## config.mk

```make
export PLATFORM = sky130hd
export DESIGN_NAME = boot_prog_ctrl
export DESIGN_NICKNAME = d
export VERILOG_FILES = /design/src/rtl/boot_prog_ctrl.sv
export SDC_FILE = /design/constraint.sdc
export NUM_CORES = 1
export LEC_CHECK = 0
export BUFFER_PORTS_ARGS = -buffer_cell sky130_fd_sc_hd__buf_4
export CAP_MARGIN = 10
export CORE_UTILIZATION = 51
export DETAILED_ROUTE_END_ITERATION = 16
export PLACE_DENSITY = 0.83
export SLEW_MARGIN = 20
export SYNTH_ARGS = -nofsm -noshare
export SYNTH_HDL_FRONTEND = slang
export SYNTH_SLANG_ARGS = --single-unit
export TNS_END_PERCENT = 10
```

## constraint.sdc

```tcl
create_clock -name clk_i -period 3.2 [get_ports clk_i]
set_input_delay 0.32 -clock clk_i [delete_from_list [all_inputs] [get_ports clk_i]]
set_output_delay 0.32 -clock clk_i [all_outputs]
set_load 0.01 [all_outputs]
```

## src/rtl/boot_prog_ctrl.sv

```systemverilog
// UART boot loader: takes a length-prefixed little-endian word stream and writes it
// into instruction memory while holding the core in reset. Optional macro PROG_CHKSUM_EN.
module boot_prog_ctrl #(
  parameter int ADDR_W    = 12,
  parameter int BASE_ADDR = 0
) (
  input  logic              clk_i,
  input  logic              rst_i,
  input  logic              prog_i,
  input  logic              rx_valid_i,
  input  logic [7:0]        rx_data_i,
  output logic              mem_req_o,
  output logic              mem_we_o,
  output logic [ADDR_W-1:0] mem_addr_o,
  output logic [31:0]       mem_wdata_o,
  input  logic              mem_gnt_i,
  output logic              core_rst_o,
  output logic              busy_o,
  output logic              done_o,
  output logic              err_o,
  output logic [2:0]        dbg_state_o
);

  // Handshakes: rx_valid_i is a one-cycle strobe with no backpressure (a byte is
  // consumed the cycle it is seen). mem_req_o with addr/wdata is held stable until
  // mem_gnt_i; a write transfers in exactly the cycle where mem_req_o && mem_gnt_i.

  typedef enum logic [2:0] {
    IDLE  = 3'd0,
    LEN   = 3'd1,
    DATA  = 3'd2,
    WRITE = 3'd3,
`ifdef PROG_CHKSUM_EN
    CHK   = 3'd4,
`endif
    DONE  = 3'd5,
    ERR   = 3'd6,
    RUN   = 3'd7
  } state_t;

  localparam logic [ADDR_W-1:0] BASE     = ADDR_W'(BASE_ADDR);
  localparam logic [ADDR_W-1:0] ADDR_ONE = ADDR_W'(1);
  localparam logic [ADDR_W:0]   REM_ONE  = (ADDR_W+1)'(1);
  localparam logic [32:0]       LEN_MAX  = 33'd1 << ADDR_W;

`ifdef PROG_CHKSUM_EN
  localparam state_t LAST_ST = CHK;
`else
  localparam state_t LAST_ST = DONE;
`endif

  state_t              state_q;
  logic [1:0]          byte_cnt_q;
  logic [23:0]         shift_q;
  logic [ADDR_W:0]     remain_q;
  logic                overrun_q;
  logic                abort_q;
  logic                prog_q;
`ifdef PROG_CHKSUM_EN
  logic [7:0]          chk_q;
`endif

  logic [31:0] word_next;
  logic        too_long;
  logic        start_load;

  // Bytes arrive LSB first, so the newest byte lands in the top lane.
  assign word_next   = {rx_data_i, shift_q};
  assign too_long    = {1'b0, word_next} > LEN_MAX;
  assign start_load  = ((state_q == IDLE) && prog_i) ||
                       (((state_q == RUN) || (state_q == ERR)) && prog_i && !prog_q);
  assign mem_we_o    = mem_req_o;
  assign dbg_state_o = state_q;

  // Status flags packed as {core_rst, busy, done, err}.
  function automatic logic [3:0] flags_of(state_t s);
    case (s)
      LEN, DATA, WRITE: return 4'b1100;
`ifdef PROG_CHKSUM_EN
      CHK:              return 4'b1100;
`endif
      DONE:             return 4'b1010;
      ERR:              return 4'b1001;
      RUN:              return 4'b0000;
      default:          return 4'b1000;
    endcase
  endfunction

  always_ff @(posedge clk_i or posedge rst_i) begin
    if (rst_i) begin
      state_q     <= IDLE;
      {core_rst_o, busy_o, done_o, err_o} <= flags_of(IDLE);
      mem_req_o   <= 1'b0;
      mem_addr_o  <= BASE;
      mem_wdata_o <= 32'd0;
      byte_cnt_q  <= 2'd0;
      shift_q     <= 24'd0;
      remain_q    <= '0;
      overrun_q   <= 1'b0;
      abort_q     <= 1'b0;
      prog_q      <= 1'b0;
`ifdef PROG_CHKSUM_EN
      chk_q       <= 8'd0;
`endif
    end else begin
      prog_q <= prog_i;
      if (start_load) begin
        state_q    <= LEN;
        {core_rst_o, busy_o, done_o, err_o} <= flags_of(LEN);
        mem_req_o  <= 1'b0;
        mem_addr_o <= BASE;
        byte_cnt_q <= 2'd0;
        shift_q    <= 24'd0;
        remain_q   <= '0;
        overrun_q  <= 1'b0;
        abort_q    <= 1'b0;
`ifdef PROG_CHKSUM_EN
        chk_q      <= 8'd0;
`endif
      end else begin
        case (state_q)
          IDLE: begin
            state_q <= RUN;
            {core_rst_o, busy_o, done_o, err_o} <= flags_of(RUN);
          end
          LEN: begin
            if (!prog_i) begin
              state_q <= ERR;
              {core_rst_o, busy_o, done_o, err_o} <= flags_of(ERR);
            end else if (rx_valid_i) begin
              shift_q    <= word_next[31:8];
              byte_cnt_q <= byte_cnt_q + 2'd1;
`ifdef PROG_CHKSUM_EN
              chk_q      <= chk_q ^ rx_data_i;
`endif
              if (byte_cnt_q == 2'd3) begin
                if (word_next == 32'd0) begin
                  state_q <= LAST_ST;
                  {core_rst_o, busy_o, done_o, err_o} <= flags_of(LAST_ST);
                end else if (too_long) begin
                  state_q <= ERR;
                  {core_rst_o, busy_o, done_o, err_o} <= flags_of(ERR);
                end else begin
                  state_q    <= DATA;
                  {core_rst_o, busy_o, done_o, err_o} <= flags_of(DATA);
                  remain_q   <= (ADDR_W+1)'(word_next);
                  mem_addr_o <= BASE;
                end
              end
            end
          end
          DATA: begin
            // A partial word is simply dropped when the strap falls.
            if (!prog_i) begin
              state_q <= ERR;
              {core_rst_o, busy_o, done_o, err_o} <= flags_of(ERR);
            end else if (rx_valid_i) begin
              shift_q    <= word_next[31:8];
              byte_cnt_q <= byte_cnt_q + 2'd1;
`ifdef PROG_CHKSUM_EN
              chk_q      <= chk_q ^ rx_data_i;
`endif
              if (byte_cnt_q == 2'd3) begin
                state_q     <= WRITE;
                {core_rst_o, busy_o, done_o, err_o} <= flags_of(WRITE);
                mem_wdata_o <= word_next;
                mem_req_o   <= 1'b1;
              end
            end
          end
          WRITE: begin
            // Overrun bytes and strap drops are remembered; the pending write still completes.
            if (rx_valid_i) overrun_q <= 1'b1;
            if (!prog_i)    abort_q   <= 1'b1;
            if (mem_gnt_i) begin
              mem_req_o  <= 1'b0;
              mem_addr_o <= mem_addr_o + ADDR_ONE;
              remain_q   <= remain_q - REM_ONE;
              if (overrun_q || rx_valid_i || abort_q || !prog_i) begin
                state_q <= ERR;
                {core_rst_o, busy_o, done_o, err_o} <= flags_of(ERR);
              end else if (remain_q == REM_ONE) begin
                state_q <= LAST_ST;
                {core_rst_o, busy_o, done_o, err_o} <= flags_of(LAST_ST);
              end else begin
                state_q <= DATA;
                {core_rst_o, busy_o, done_o, err_o} <= flags_of(DATA);
              end
            end
          end
`ifdef PROG_CHKSUM_EN
          CHK: begin
            if (!prog_i) begin
              state_q <= ERR;
              {core_rst_o, busy_o, done_o, err_o} <= flags_of(ERR);
            end else if (rx_valid_i) begin
              if (rx_data_i == chk_q) begin
                state_q <= DONE;
                {core_rst_o, busy_o, done_o, err_o} <= flags_of(DONE);
              end else begin
                state_q <= ERR;
                {core_rst_o, busy_o, done_o, err_o} <= flags_of(ERR);
              end
            end
          end
`endif
          DONE: begin
            if (!prog_i) begin
              state_q <= RUN;
              {core_rst_o, busy_o, done_o, err_o} <= flags_of(RUN);
            end
          end
          ERR, RUN: begin
          end
          default: begin
            state_q <= IDLE;
            {core_rst_o, busy_o, done_o, err_o} <= flags_of(IDLE);
          end
        endcase
      end
    end
  end

endmodule

```

# Word level (Yosys, flattened, before mapping)
# Index checks and enable logic that the tools add are counted.
# totals
regBits,94
latch_bits,0
ram_bits,0
mem_bits_ro,0
input_bits,13
elab_cells,161
memories,0
# op_classes
addsub,3
mul,0
div_mod_pow,0
order_cmp,1
eq_ne,26
shift,0
muxes,88
bitwise,1
n_reduce_logical,28
# ops
op,count
2-to-1 mux 24 bit,4
2-to-1 mux 13 bit,7
2-to-1 mux 12 bit,7
2-to-1 mux 1 bit,45
2-to-1 mux 3 bit,13
"greater-than comparator 32 x 13 -> 1 bit, second input constant",1
zero test 32 bit,1
"inequality test 3 bit, second input constant",10
one-hot mux 13 bit (2 select lines),1
one-hot mux 12 bit (2 select lines),1
one-hot mux 1 bit (5 select lines),4
one-hot mux 3 bit (6 select lines),1
"inequality test 4 bit, second input constant",4
AND reduction 5 bit,3
AND reduction 7 bit,2
"== test 13 x 1 -> 1 bit, second input constant",1
"subtractor 13 x 1 -> 13 bit, second input constant",1
"adder 12 x 1 -> 12 bit, second input constant",1
"== test 3 bit, second input constant",3
2-to-1 mux 2 bit,4
"inequality test 4 x 2 -> 1 bit, second input constant",2
nonzero test 2 bit,4
"== test 3 x 2 -> 1 bit, second input constant",2
nonzero test 3 bit,2
14 further kinds,23

# Depth between registers and ports, before layout
# logic_depth
depth_word,8
mapped_depth,8

# Worst setup path before layout
# No wires, ideal clock.
# synth_timing
kind,reg2reg
startpoint,"reg state_q[1], in the netlist dbg_state_o[1]"
endpoint,reg remain_q[1]
setup_time_ns,0.079
t_arrival_ns,1.806
t_required_ns,3.121
slack_ns,1.315
path_stages_with_launch,8
cell_sequence,dfrtp_1 -> buf_2 -> nor3b_1 -> nand3_1 -> nor4b_4 -> a21o_1 -> buf_6 -> mux2i_1
# synth_between
elab_chain_cells,7
word_cells_on_any_way,20
classes_between,eq/ne (10); mux (2); reduce/logical (8)
# synth_lines
element,line_no,rtl
start: declaration,52,state_t state_q;
start signal: assignment,91,state_q <= IDLE;
start signal: assignment,108,state_q <= LEN;
start signal: assignment,123,state_q <= RUN;
== test 3 bit,71,(((state_q == RUN) || (state_q == ERR)) && prog_i && !prog_q);
logical OR 1 bit,71,
logical AND 1 bit (2 in series),71,
logical OR 1 bit,70,assign start_load = ((state_q == IDLE) && prog_i) ||
inequality test 3 bit (no line) / nonzero test 3 bit (equally long branches),n/a,
AND reduction 7 bit (no line),n/a,
end signal: assignment,146,remain_q <= (ADDR_W+1)'(word_next);
end signal: assignment,178,remain_q <= remain_q - REM_ONE;
end: declaration,55,logic [ADDR_W:0] remain_q;
# Parallel ways exist; a longest one is shown, timed or not.
# A chain may end at the register's enable or synchronous reset.

# Final worst setup path
# layout_timing
startpoint,"reg state_q[2], in the netlist dbg_state_o[2]"
endpoint,reg remain_q[7]
# The elaborated chain is that of the path after synthesis.

==> impl_metrics.tcl <==
set metrics [dict create \
    htreeDepth 3 \
    synth_top_area_cell "dfrtp_1" \
    yosysTopAreaCellShare_pct 48.8 \
    grt_max_degree 38 \
    skew_ps 7.72 \
    via_per_inst 5.98 \
    fin_crit_sh_pct 78.7 \
    cts_tree "built" \
    synth.yosys.warnings 0 \
    status "finished clean" \
    required_ps 3420 \
    cts_sinks 94 \
    min-delay-path-class "input pin to asynchronous set/reset pin" \
    finalWorstSetupSlack_ps 682 \
    fmax_mhz 397 \
    die_x_microns 98.7 \
    critical_path.cell_chain "and3b_1 > o21ai_2 > a21oi_2 > nor3b_4 > o221ai_1" \
    maxSlewViolCount 0 \
    setup_tns_ps 0 \
    max_cap_violations 0 \
    worstPathArrival_ps 2740 \
    synth_common_cells "dfrtp_1, nand2_1, mux2_2" \
    fin_nets 533 \
    hpwl_microns 7850 \
    final_util_pct 62.3 \
    numCtsBuffers 9 \
    rows 34 \
    finish.instance_area_sq_um 5540 \
    grt_pass1_vias 3719 \
    path_class "flop to flop" \
    drt-total-wl_microns 11100 \
    drtIter0Drc 332 \
    ys.flop_type "dfrtp_1" \
    synth.distinct_cells 61 \
    end_kind "flop" \
    cp_slowest_stage_delay_ps 680 \
    ys_seq_area_share_pct 49.3 \
    p_leak_nw 2.70 \
    grt_use_total_pct 24.3 \
    synth_most_common_cell "dfrtp_1" \
    drive_above_1_share_pct 27.8 \
    initial_utilization_pct 53.7 \
    crit_slowest_cell "dfrtp_1" \
    synth_area_per_cell_sq_um 10.4 \
    die_area_sq_um 9750 \
    post-route-min-period_ps 2520 \
    syn_inst 457 \
    cp_max_fo 19 \
    ys_seq_elements 94 \
    grt_overflow_total 0 \
    power_w 0.00513 \
    reg2reg_setup_slack_ps 680 \
    coreArea_sq_um 8890 \
    dpl_worst_slack_ps 728 \
    globalplace.congestion 0.857 \
    num_vias 3762 \
    setup_violations 0 \
    clkTransAtPathRegs_ps 100 \
    clock_path_buffers 2 \
    synthArstFlopShare_pct 100 \
    p_per_area_nw_per_um2 926 \
    syn_to_final_growth_pct 16.1 \
    postCtsHoldBufs 0 \
    synth_edf_count 0 \
    rsz0062_at_grt "no" \
    netlist_area_sq_um 4770 \
    hold_viol_final 0 \
    dpl_cell_area_sq_um 5330 \
    cts_resized 0 \
    slew_headroom_pct 40.1 \
    clkLatencyLatePin_ps 370 \
    die_h_microns 98.7 \
    diodes 0 \
    post_cts.repair.setup_buffers 0 \
    cp-start-kind "flop" \
    tightestPinTransition_ps 898 \
    first_pass_iters 5 \
    numPortBuffers 65 \
    grt_pass1_wl_microns 18600 \
    drc 0 \
    antenna_found_initial 0 \
    wl_per_cell_microns 17.7 \
    synth_nets 474 \
    cts.root.buffer_cell "clkbuf_8" \
    ys_top_cells_by_area "dfrtp_1, mux2_2, mux2i_1" \
    ioPinCount 66 \
    vdd.ir_drop.worst_v 0.000514 \
    ant_nets 0 \
]
[cells by family (layout without fill, tap and decap cells)]
group | Yosys count | count (layout) | synth area share [%]
AND/OR/NAND/NOR | 161 | 161 | 18.5
AO/OA/AOI/OAI | 72 | 72 | 10.5
flip-flops | 94 | 94 | 49.3
XOR/XNOR | 6 | 6 | 1.10
multiplexers | 63 | 63 | 14.1
adder cells (fa/ha/maj) | 5 | 5 | 1.26
buffers and inverters | 56 | 120 | 5.22
[sequential cells by signal, indices dropped and copies added, names as in the netlist]
register / cells
overrun_q: 1
dbg_state_o: 3
prog_q: 1
mem_addr_o: 12
abort_q: 1
mem_req_o: 1
core_rst_o: 1
remain_q: 13
err_o: 1
byte_cnt_q: 2
mem_wdata_o: 32
shift_q: 24
done_o: 1
busy_o: 1
[area by class of cell]
cell class	instances	area, sq um
fillers	714	3350
flip-flops and latches	94	2350
multi-input cells	307	2180
repair buffers	73	548
well taps	108	135
clock buffers	9	124
inverters	31	118
clock inverters	7	88.8
[per-layer routing]
| metal | part of all wire (%) | GRT usage (%) | up-vias |
|---|---|---|---|
| li1 | - | - | 1758 |
| met1 | 43 | 32.3 | 1854 |
| met4 | 1.3 | 6.89 | 0 |
| met5 | 0 | 0 | - |
| met2 | 49 | 40.2 | 134 |
| met3 | 6.1 | 5.32 | 16 |
[report_power, final]
group / internal, W / switching, W
Clock: 0.000382 / 0.000467
Sequential: 0.00166 / 0.000586
Combinational: 0.000976 / 0.00106
[final timing paths]
kind | startpoint | to | depth (start not counted)
hold reg to reg | abort_q | abort_q | 2
setup / recovery | dbg_state_o[2] | remain_q[7] | 5
setup reg to reg | dbg_state_o[2] | remain_q[7] | 5
min in group clk_i | prog_i | prog_q | 1
max in group asynchronous | rst_i | mem_addr_o[8] | 3
hold / removal | rst_i | shift_q[23] | 2
[placed cells by master, fill, tap and decap left out, types with 4 or more instances in the layout]
master / instances
nand2b_1: 4
mux2_2: 34
a21oi_1: 18
ha_1: 4
nand3_1: 15
o21ai_0: 7
nand2_1: 58
nor4_1: 12
inv_1: 30
mux2i_1: 28
o211ai_1: 4
o221ai_1: 10
nor3_1: 10
nor2_1: 24
nor3b_1: 4
clkbuf_8: 9
dfrtp_1: 93
a22oi_1: 4
buf_4: 73
nand4_1: 4
a31oi_1: 10
[through the flow]
step	std cells	hold WS, ps
floorplan	457	351
global route	629	44.6
CTS	629	22.5
global placement	613	420
detailed placement	613	425
finish	629	6.56
[critical path, delay by kind of cell (launching register included)]
family	cells	cell delay, ps
AO/OA/AOI/OAI	3	690
AND/OR/NAND/NOR	2	990
flip-flops	1	680
Note: power is estimated with default switching activity, not from simulation.
